File: src/rtl/oric_ram_arbiter_if.sv
// Requester and RAM-side signal bundle for the Oric system RAM arbiter.
// The arbiter connects through the slave modport; requesters and the RAM
// model sit on the master side.
interface oric_ram_arbiter_if;
    // ULA video fetch
    logic        vid_req;
    logic [15:0] vid_addr;
    logic        vid_ack;
    logic [7:0]  vid_dout;
    // 6502 CPU
    logic        cpu_req;
    logic        cpu_we;
    logic [15:0] cpu_addr;
    logic [7:0]  cpu_din;
    logic        cpu_ack;
    logic [7:0]  cpu_dout;
    // ioctl download / tape loader
    logic        dl_wr;
    logic [15:0] dl_addr;
    logic [7:0]  dl_din;
    logic        dl_wait;
    // status
    logic        clear_busy;
    // RAM instance
    logic [15:0] ram_ad;
    logic [7:0]  ram_d;
    logic        ram_cs;
    logic        ram_we;
    logic [7:0]  ram_q;

    modport slave (
        input  vid_req, vid_addr, cpu_req, cpu_we, cpu_addr, cpu_din,
               dl_wr, dl_addr, dl_din, ram_q,
        output vid_ack, vid_dout, cpu_ack, cpu_dout, dl_wait, clear_busy,
               ram_ad, ram_d, ram_cs, ram_we
    );

    modport master (
        output vid_req, vid_addr, cpu_req, cpu_we, cpu_addr, cpu_din,
               dl_wr, dl_addr, dl_din, ram_q,
        input  vid_ack, vid_dout, cpu_ack, cpu_dout, dl_wait, clear_busy,
               ram_ad, ram_d, ram_cs, ram_we
    );
endinterface

File: src/rtl/oric_ram_arbiter.sv
// Sequencer/arbiter for the 64 KiB single-port Oric system RAM.
// After reset it optionally sweeps the array with a fill value, then grants
// one access per cycle: video first, CPU and download round-robin on ties.
// Grant registers the RAM strobes; the following edge captures read data
// and pulses the requester's ack.

// Protocol checker: strobes must not hit a pending slot, video strobes
// must be at least two cycles apart.
module oric_ram_arbiter_chk (
    input logic clk_sys,
    input logic reset,
    input logic vid_req,
    input logic cpu_req,
    input logic dl_wr,
    input logic vid_pend,
    input logic cpu_pend,
    input logic dl_pend
);
    a_vid_no_overrun : assert property (@(posedge clk_sys) disable iff (reset)
        !(vid_req && vid_pend));
    a_cpu_no_overrun : assert property (@(posedge clk_sys) disable iff (reset)
        !(cpu_req && cpu_pend));
    a_dl_no_overrun  : assert property (@(posedge clk_sys) disable iff (reset)
        !(dl_wr && dl_pend));
    a_vid_spacing    : assert property (@(posedge clk_sys) disable iff (reset)
        vid_req |=> !vid_req);
endmodule

module oric_ram_arbiter #(
    parameter bit         CLEAR_ON_RESET = 1'b1,
    parameter logic [7:0] CLEAR_VALUE    = 8'hFF
) (
    input logic              clk_sys,
    input logic              reset,
    oric_ram_arbiter_if.slave bus
);

    typedef enum logic [0:0] {
        ST_CLEAR = 1'b0,
        ST_RUN   = 1'b1
    } state_t;

    state_t      state_q, state_d;
    logic [16:0] clr_cnt_q, clr_cnt_d;

    // pending request slots
    logic        vid_pend_q, vid_pend_d;
    logic [15:0] vid_addr_q, vid_addr_d;
    logic        cpu_pend_q, cpu_pend_d;
    logic        cpu_we_q, cpu_we_d;
    logic [15:0] cpu_addr_q, cpu_addr_d;
    logic [7:0]  cpu_din_q, cpu_din_d;
    logic        dl_pend_q, dl_pend_d;
    logic [15:0] dl_addr_q, dl_addr_d;
    logic [7:0]  dl_din_q, dl_din_d;

    // 1 = download wins the next cpu/dl tie
    logic        rr_dl_first_q, rr_dl_first_d;

    // access in flight on the RAM bus (granted last edge)
    logic        s1_vid_q, s1_vid_d;
    logic        s1_cpu_q, s1_cpu_d;
    logic        s1_cpu_rd_q, s1_cpu_rd_d;

    // registered outputs
    logic [15:0] ram_ad_q, ram_ad_d;
    logic [7:0]  ram_d_q, ram_d_d;
    logic        ram_cs_q, ram_cs_d;
    logic        ram_we_q, ram_we_d;
    logic        vid_ack_q, vid_ack_d;
    logic [7:0]  vid_dout_q, vid_dout_d;
    logic        cpu_ack_q, cpu_ack_d;
    logic [7:0]  cpu_dout_q, cpu_dout_d;
    logic        dl_wait_q, dl_wait_d;
    logic        clear_busy_q, clear_busy_d;

    // Next-state: slot capture, sweep/arbitration, read-data capture.
    always_comb begin
        state_d       = state_q;
        clr_cnt_d     = clr_cnt_q;
        vid_pend_d    = vid_pend_q;
        vid_addr_d    = vid_addr_q;
        cpu_pend_d    = cpu_pend_q;
        cpu_we_d      = cpu_we_q;
        cpu_addr_d    = cpu_addr_q;
        cpu_din_d     = cpu_din_q;
        dl_pend_d     = dl_pend_q;
        dl_addr_d     = dl_addr_q;
        dl_din_d      = dl_din_q;
        rr_dl_first_d = rr_dl_first_q;
        s1_vid_d      = 1'b0;
        s1_cpu_d      = 1'b0;
        s1_cpu_rd_d   = 1'b0;
        ram_ad_d      = ram_ad_q;
        ram_d_d       = ram_d_q;
        ram_cs_d      = 1'b0;
        ram_we_d      = 1'b0;
        vid_ack_d     = 1'b0;
        vid_dout_d    = vid_dout_q;
        cpu_ack_d     = 1'b0;
        cpu_dout_d    = cpu_dout_q;

        // Strobes only land in an empty slot; a grant needs a full slot,
        // so capture and grant never touch the same slot in one cycle.
        if (bus.vid_req && !vid_pend_q) begin
            vid_pend_d = 1'b1;
            vid_addr_d = bus.vid_addr;
        end else begin
            vid_pend_d = vid_pend_q;
        end
        if (bus.cpu_req && !cpu_pend_q) begin
            cpu_pend_d = 1'b1;
            cpu_we_d   = bus.cpu_we;
            cpu_addr_d = bus.cpu_addr;
            cpu_din_d  = bus.cpu_din;
        end else begin
            cpu_pend_d = cpu_pend_q;
        end
        if (bus.dl_wr && !dl_pend_q) begin
            dl_pend_d = 1'b1;
            dl_addr_d = bus.dl_addr;
            dl_din_d  = bus.dl_din;
        end else begin
            dl_pend_d = dl_pend_q;
        end

        case (state_q)
            ST_CLEAR: begin
                ram_cs_d  = 1'b1;
                ram_we_d  = 1'b1;
                ram_ad_d  = clr_cnt_q[15:0];
                ram_d_d   = CLEAR_VALUE;
                clr_cnt_d = clr_cnt_q + 17'd1;
                if (clr_cnt_q == 17'h0FFFF) begin
                    state_d = ST_RUN;
                end else begin
                    state_d = ST_CLEAR;
                end
            end
            ST_RUN: begin
                state_d = ST_RUN;
                if (vid_pend_q) begin
                    ram_cs_d   = 1'b1;
                    ram_ad_d   = vid_addr_q;
                    vid_pend_d = 1'b0;
                    s1_vid_d   = 1'b1;
                end else if (cpu_pend_q && (!dl_pend_q || !rr_dl_first_q)) begin
                    ram_cs_d      = 1'b1;
                    ram_we_d      = cpu_we_q;
                    ram_ad_d      = cpu_addr_q;
                    ram_d_d       = cpu_we_q ? cpu_din_q : ram_d_q;
                    cpu_pend_d    = 1'b0;
                    s1_cpu_d      = 1'b1;
                    s1_cpu_rd_d   = !cpu_we_q;
                    rr_dl_first_d = 1'b1;
                end else if (dl_pend_q) begin
                    ram_cs_d      = 1'b1;
                    ram_we_d      = 1'b1;
                    ram_ad_d      = dl_addr_q;
                    ram_d_d       = dl_din_q;
                    dl_pend_d     = 1'b0;
                    rr_dl_first_d = 1'b0;
                end else begin
                    ram_cs_d = 1'b0;
                end
            end
            default: begin
                state_d = ST_RUN;
            end
        endcase

        // Data phase of last cycle's grant.
        if (s1_vid_q) begin
            vid_ack_d  = 1'b1;
            vid_dout_d = bus.ram_q;
        end else begin
            vid_ack_d = 1'b0;
        end
        if (s1_cpu_q) begin
            cpu_ack_d  = 1'b1;
            cpu_dout_d = s1_cpu_rd_q ? bus.ram_q : cpu_dout_q;
        end else begin
            cpu_ack_d = 1'b0;
        end

        // Sweep status lags the state by one edge so it drops together
        // with the first possible RUN grant.
        clear_busy_d = (state_q == ST_CLEAR);
        dl_wait_d    = (state_q == ST_CLEAR) || dl_pend_d;
    end

    // State and output registers with synchronous reset.
    always_ff @(posedge clk_sys) begin
        if (reset) begin
            state_q       <= CLEAR_ON_RESET ? ST_CLEAR : ST_RUN;
            clr_cnt_q     <= 17'd0;
            vid_pend_q    <= 1'b0;
            vid_addr_q    <= 16'd0;
            cpu_pend_q    <= 1'b0;
            cpu_we_q      <= 1'b0;
            cpu_addr_q    <= 16'd0;
            cpu_din_q     <= 8'd0;
            dl_pend_q     <= 1'b0;
            dl_addr_q     <= 16'd0;
            dl_din_q      <= 8'd0;
            rr_dl_first_q <= 1'b0;
            s1_vid_q      <= 1'b0;
            s1_cpu_q      <= 1'b0;
            s1_cpu_rd_q   <= 1'b0;
            ram_ad_q      <= 16'd0;
            ram_d_q       <= 8'd0;
            ram_cs_q      <= 1'b0;
            ram_we_q      <= 1'b0;
            vid_ack_q     <= 1'b0;
            vid_dout_q    <= 8'd0;
            cpu_ack_q     <= 1'b0;
            cpu_dout_q    <= 8'd0;
            dl_wait_q     <= CLEAR_ON_RESET;
            clear_busy_q  <= CLEAR_ON_RESET;
        end else begin
            state_q       <= state_d;
            clr_cnt_q     <= clr_cnt_d;
            vid_pend_q    <= vid_pend_d;
            vid_addr_q    <= vid_addr_d;
            cpu_pend_q    <= cpu_pend_d;
            cpu_we_q      <= cpu_we_d;
            cpu_addr_q    <= cpu_addr_d;
            cpu_din_q     <= cpu_din_d;
            dl_pend_q     <= dl_pend_d;
            dl_addr_q     <= dl_addr_d;
            dl_din_q      <= dl_din_d;
            rr_dl_first_q <= rr_dl_first_d;
            s1_vid_q      <= s1_vid_d;
            s1_cpu_q      <= s1_cpu_d;
            s1_cpu_rd_q   <= s1_cpu_rd_d;
            ram_ad_q      <= ram_ad_d;
            ram_d_q       <= ram_d_d;
            ram_cs_q      <= ram_cs_d;
            ram_we_q      <= ram_we_d;
            vid_ack_q     <= vid_ack_d;
            vid_dout_q    <= vid_dout_d;
            cpu_ack_q     <= cpu_ack_d;
            cpu_dout_q    <= cpu_dout_d;
            dl_wait_q     <= dl_wait_d;
            clear_busy_q  <= clear_busy_d;
        end
    end

    assign bus.ram_ad     = ram_ad_q;
    assign bus.ram_d      = ram_d_q;
    assign bus.ram_cs     = ram_cs_q;
    assign bus.ram_we     = ram_we_q;
    assign bus.vid_ack    = vid_ack_q;
    assign bus.vid_dout   = vid_dout_q;
    assign bus.cpu_ack    = cpu_ack_q;
    assign bus.cpu_dout   = cpu_dout_q;
    assign bus.dl_wait    = dl_wait_q;
    assign bus.clear_busy = clear_busy_q;

    oric_ram_arbiter_chk u_chk (
        .clk_sys  (clk_sys),
        .reset    (reset),
        .vid_req  (bus.vid_req),
        .cpu_req  (bus.cpu_req),
        .dl_wr    (bus.dl_wr),
        .vid_pend (vid_pend_q),
        .cpu_pend (cpu_pend_q),
        .dl_pend  (dl_pend_q)
    );

endmodule

File: src/flat_wrapper.sv
// flat-port wrapper written by rule: the top's interface ports become plain ports
module oric_ram_arbiter_flat 
#(
    parameter bit         CLEAR_ON_RESET = 1'b1,
    parameter logic [7:0] CLEAR_VALUE    = 8'hFF
)
  (clk_sys, reset, bus_vid_req, bus_vid_addr, bus_cpu_req, bus_cpu_we, bus_cpu_addr, bus_cpu_din, bus_dl_wr, bus_dl_addr, bus_dl_din, bus_ram_q, bus_vid_ack, bus_vid_dout, bus_cpu_ack, bus_cpu_dout, bus_dl_wait, bus_clear_busy, bus_ram_ad, bus_ram_d, bus_ram_cs, bus_ram_we);
  oric_ram_arbiter_if bus_i ();
  input logic clk_sys;
  input logic reset;
  input wire logic [$bits(bus_i.vid_req)-1:0] bus_vid_req;
  input wire logic [$bits(bus_i.vid_addr)-1:0] bus_vid_addr;
  input wire logic [$bits(bus_i.cpu_req)-1:0] bus_cpu_req;
  input wire logic [$bits(bus_i.cpu_we)-1:0] bus_cpu_we;
  input wire logic [$bits(bus_i.cpu_addr)-1:0] bus_cpu_addr;
  input wire logic [$bits(bus_i.cpu_din)-1:0] bus_cpu_din;
  input wire logic [$bits(bus_i.dl_wr)-1:0] bus_dl_wr;
  input wire logic [$bits(bus_i.dl_addr)-1:0] bus_dl_addr;
  input wire logic [$bits(bus_i.dl_din)-1:0] bus_dl_din;
  input wire logic [$bits(bus_i.ram_q)-1:0] bus_ram_q;
  output wire logic [$bits(bus_i.vid_ack)-1:0] bus_vid_ack;
  output wire logic [$bits(bus_i.vid_dout)-1:0] bus_vid_dout;
  output wire logic [$bits(bus_i.cpu_ack)-1:0] bus_cpu_ack;
  output wire logic [$bits(bus_i.cpu_dout)-1:0] bus_cpu_dout;
  output wire logic [$bits(bus_i.dl_wait)-1:0] bus_dl_wait;
  output wire logic [$bits(bus_i.clear_busy)-1:0] bus_clear_busy;
  output wire logic [$bits(bus_i.ram_ad)-1:0] bus_ram_ad;
  output wire logic [$bits(bus_i.ram_d)-1:0] bus_ram_d;
  output wire logic [$bits(bus_i.ram_cs)-1:0] bus_ram_cs;
  output wire logic [$bits(bus_i.ram_we)-1:0] bus_ram_we;
  assign bus_i.vid_req = bus_vid_req;
  assign bus_i.vid_addr = bus_vid_addr;
  assign bus_i.cpu_req = bus_cpu_req;
  assign bus_i.cpu_we = bus_cpu_we;
  assign bus_i.cpu_addr = bus_cpu_addr;
  assign bus_i.cpu_din = bus_cpu_din;
  assign bus_i.dl_wr = bus_dl_wr;
  assign bus_i.dl_addr = bus_dl_addr;
  assign bus_i.dl_din = bus_dl_din;
  assign bus_i.ram_q = bus_ram_q;
  assign bus_vid_ack = bus_i.vid_ack;
  assign bus_vid_dout = bus_i.vid_dout;
  assign bus_cpu_ack = bus_i.cpu_ack;
  assign bus_cpu_dout = bus_i.cpu_dout;
  assign bus_dl_wait = bus_i.dl_wait;
  assign bus_clear_busy = bus_i.clear_busy;
  assign bus_ram_ad = bus_i.ram_ad;
  assign bus_ram_d = bus_i.ram_d;
  assign bus_ram_cs = bus_i.ram_cs;
  assign bus_ram_we = bus_i.ram_we;
  oric_ram_arbiter #(.CLEAR_ON_RESET(CLEAR_ON_RESET), .CLEAR_VALUE(CLEAR_VALUE)) u_core (.clk_sys(clk_sys), .reset(reset), .bus(bus_i));
endmodule
File: config.mk
export PLATFORM = sky130hd
export DESIGN_NAME = oric_ram_arbiter_flat
export DESIGN_NICKNAME = d
export VERILOG_FILES = /design/src/rtl/oric_ram_arbiter_if.sv /design/src/rtl/oric_ram_arbiter.sv /design/src/flat_wrapper.sv
export SDC_FILE = /design/constraint.sdc
export NUM_CORES = 1
export LEC_CHECK = 0
export BUFFER_PORTS_ARGS = -buffer_cell sky130_fd_sc_hd__buf_2
export CAP_MARGIN = 15
export CORE_MARGIN = 8
export CORE_UTILIZATION = 45
export CTS_BUF_LIST = sky130_fd_sc_hd__clkbuf_4
export DETAILED_ROUTE_END_ITERATION = 12
export PLACE_DENSITY = 0.65
export SLEW_MARGIN = 20
export SYNTH_ARGS = -nofsm -noshare
export SYNTH_HDL_FRONTEND = slang
export SYNTH_HIERARCHICAL = 1
export SYNTH_SLANG_ARGS = --single-unit
File: constraint.sdc
create_clock -name clk_sys -period 1.7 [get_ports clk_sys]
set_input_delay 0.17 -clock clk_sys [delete_from_list [all_inputs] [get_ports clk_sys]]
set_output_delay 0.17 -clock clk_sys [all_outputs]
set_load 0.03 [all_outputs]
==> metrics.txt <==
RR Endpoint=u_core/bus.ram_d[2]$_SDFFE_PP0P_; Fill cells=1027; RSZ-0062 raised after global routing=no; peak supply drop=approximately 500 µV; worst setup margin=146 ps; post-CTS setup buffers=0; slowest CP cell=dfxtp_1; Post-synth EDFFs=0; Rows=40; max-slew violation count=0; max_slew headroom=60.2%; Core Area=0.0120 mm²; Synth Cell Area=0.00550 mm²; worst hold endpoint=u_core/bus.dl_wait$_SDFF_PP1_; Max Cap Violations=0; hold depth=3; Slew @ Worst Pin=594 ps; largest net degree at the start of global routing=36; setup violators final=0; CTS H-tree lvls=4; CP required=2150 ps; ant diodes=0; pre-CTS setup slack=110 ps; ranking of synthesized cells by area=dfxtp_1, nand2_1, a21oi_1; Yosys reg bits=136; Post-DP Area=0.00629 mm²; Final ANT Viol Nets=0; R2R cell count=5; Die W=127 µm; clock sinks=136; Setup CP Type=flip-flop to flip-flop; GRT Util Overall=between 10% and 20%; Die Y=127 µm; final instance area=0.00730 mm²; slowest stage delay, CP=between 500 and 600 ps; Ys Warns=6; DP HPWL=10700 µm; Final min period=1550 ps; Tightest Hold Check Type=input pin to flip-flop; Arrival @ worst endpoint=2000 ps; Pwr Density=around 840 mW/mm²; Crit Reg-Reg Startpoint=u_core/dl_pend_q$_SDFF_PP0_; critical path peak fanout=9; flop2flop setup slack=150 ps; syn nets=744; Placer Congestion=0.856; global-route wire length before repair=between 20000 and 30000 µm; routed wire length=15500 µm; cell mode on critical path=buf_4; worst-skew pair later-pin latency=around 530 ps; crit path capture type=flip-flop; PnR Total Power=just over 6 mW; period utilization=91.4%; Synth Instances=664; Hold Slack=83.7 ps; post-route clock skew=15.7 ps; initial core utilization=approximately 46%; synthesis-to-finish area growth=32.7%; die area=0.0160 mm²; CP cell instances=buf_4, a22oi_1, o21a_1, buf_4, a221oi_2; synth unique cells=42; layout cells sized above 1=22.2%; register area share after synthesis=49.5%; mean routed wirelength per cell=15.4 µm; Fmax=644 MHz; drt pass-1 iters=5; total negative setup slack=0 ps; FFs w/ async S/R, synth=0%; vias in the first global route=5235; Final Net Count=between 900 and 1000; final hold violation count=0; total number of vias=slightly above 5000; num ports=124; worst-case clock buffer depth=2; Num CTS Buffers=17; Residual DRC=0; Initial DRC Count=approximately 260; leakage=3.03 nW; Port-buffer cells=123; grt total ovfl=0; CTS tree=yes; vias per std cell=5.14; HP Start=bus_dl_wr; Main synth FF type=dfxtp_1; status=finished, final reports clean; Yosys top cell area share=between 40% and 50%; Avg Cell Area, Syn=8.28 µm²; Synth area leader=dfxtp_1; Clock transition at path regs=110 ps; element type at the critical path start=flip-flop; root buffer cell=clkbuf_4; antenna violations before repair=0
per-stage QoR:
stage / util (%) / cells
after detailed placement: 52.6 / 903
after global placement: 52.6 / 903
final: 61.0 / 1006
after global routing: 61.0 / 1006
after CTS: 60.9 / 1006
after floorplan: - / 664
critical path: cells and delay by family (launching register included):
| family | cells | cell delay, ps |
|---|---|---|
| AO/OA/AOI/OAI | 3 | 590 |
| buffers and inverters | 2 | 380 |
| flip-flops | 1 | 510 |
final cells by class:
| cell class | instances | area (µm²) | area share [%] |
|---|---|---|---|
| sequential | 136 | 2720 | 37.3 |
| clock inverter | 10 | 109 | 1.49 |
| inverter | 10 | 37.5 | 0.514 |
| tap | 147 | 184 | 2.52 |
| timing repair buffer | 221 | 1600 | 22.0 |
| multi-input combinational | 464 | 2500 | 34.3 |
| clock buffer | 18 | 135 | 1.85 |
layer usage:
metal  track usage [%]  up-vias  part of all wire (%)
met3              6.16       18                   6.2
met1              24.6     2390                    46
met5                 0        -                     0
met2              32.3      151                    47
li1                  -     2607                     -
met4              6.51        0                   1.2
cell usage after synthesis (2+ instances only):
cell type,count
clkbuf_1,27
xor2_1,8
dfxtp_1,136
nor2b_1,8
a21oi_1,127
inv_1,10
nand2_1,177
buf_1,5
nor2_1,46
or3_1,3
mux2i_1,17
nand3_1,10
buf_2,16
a221oi_2,7
xnor2_1,4
ha_1,2
buf_4,5
nand2b_1,5
nor3_1,2
nand4_1,7
o21ai_1,2
nor4_1,2
o221a_1,16
and3_1,4
report_power, final:
| part | total [mW] | internal (mW) | switching [mW] |
|---|---|---|---|
| clock network | 1.93 | 0.841 | 1.09 |
| logic | 0.776 | 0.370 | 0.406 |
| registers | 3.39 | 3.31 | 0.0839 |
| total | 6.10 | 4.52 | 1.58 |
flip-flops by register name, indices dropped and copies added, names as in the netlist, 8 cells and up:
name                 flops
u_core/bus.cpu_dout      8
u_core/vid_addr_q       16
u_core/bus.vid_dout      8
u_core/dl_din_q          8
u_core/cpu_addr_q       16
u_core/bus.ram_d         8
u_core/clr_cnt_q        17
u_core/dl_addr_q        16
u_core/cpu_din_q         8
u_core/bus.ram_ad       16
worst max path at each step:
| stage | startpoint | to | depth (start not counted) |
|---|---|---|---|
| 6_report | u_core/dl_pend_q$_SDFF_PP0_ | u_core/bus.ram_d[2]$_SDFFE_PP0P_ | 5 |
| 4_1_cts | u_core/cpu_pend_q$_SDFF_PP0_ | u_core/bus.ram_ad[7]$_SDFFE_PP0P_ | 5 |
| 3_5_place_dp | u_core/cpu_pend_q$_SDFF_PP0_ | u_core/bus.ram_ad[7]$_SDFFE_PP0P_ | 5 |
| 5_1_grt | u_core/dl_pend_q$_SDFF_PP0_ | u_core/bus.ram_d[6]$_SDFFE_PP0P_ | 5 |
| 2_1_floorplan | u_core/dl_pend_q$_SDFF_PP0_ | u_core/bus.ram_ad[12]$_SDFFE_PP0P_ | 5 |
| 3_3_place_gp | u_core/cpu_pend_q$_SDFF_PP0_ | u_core/bus.ram_ad[14]$_SDFFE_PP0P_ | 4 |
cell families after synthesis:
kind of cell | after synthesis | share of synthesized area, %
AO/OA/AOI/OAI | 160 | 18.3
XOR/XNOR | 12 | 1.91
adder cells (fa/ha/maj) | 2 | 0.455
buffers and inverters | 64 | 5.21
flip-flops | 136 | 49.5
multiplexers | 18 | 3.30
AND/OR/NAND/NOR | 272 | 21.3
timing repair:
action,CTS,global route
hold endpoints to repair,83,0
setup endpoints to repair,0,11
hold buffers,75,0
gates resized for setup,0,3
layout by cell type (no fill, tap or decap), drive strengths merged, types with 6 or more instances in the layout:
master / Yosys / layout
a21oi: 127 / 127
a221oi: 8 / 8
buf: 27 / 146
clkbuf: 27 / 18
dfxtp: 136 / 136
dlygate4sd3: 0 / 75
inv: 10 / 10
mux2i: 17 / 17
nand2: 177 / 177
nand2b: 6 / 6
nand3: 10 / 10
nand4: 7 / 7
nor2: 47 / 47
nor2b: 8 / 8
o221a: 16 / 16
xor2: 8 / 8
(Power assumes the default switching activity.)
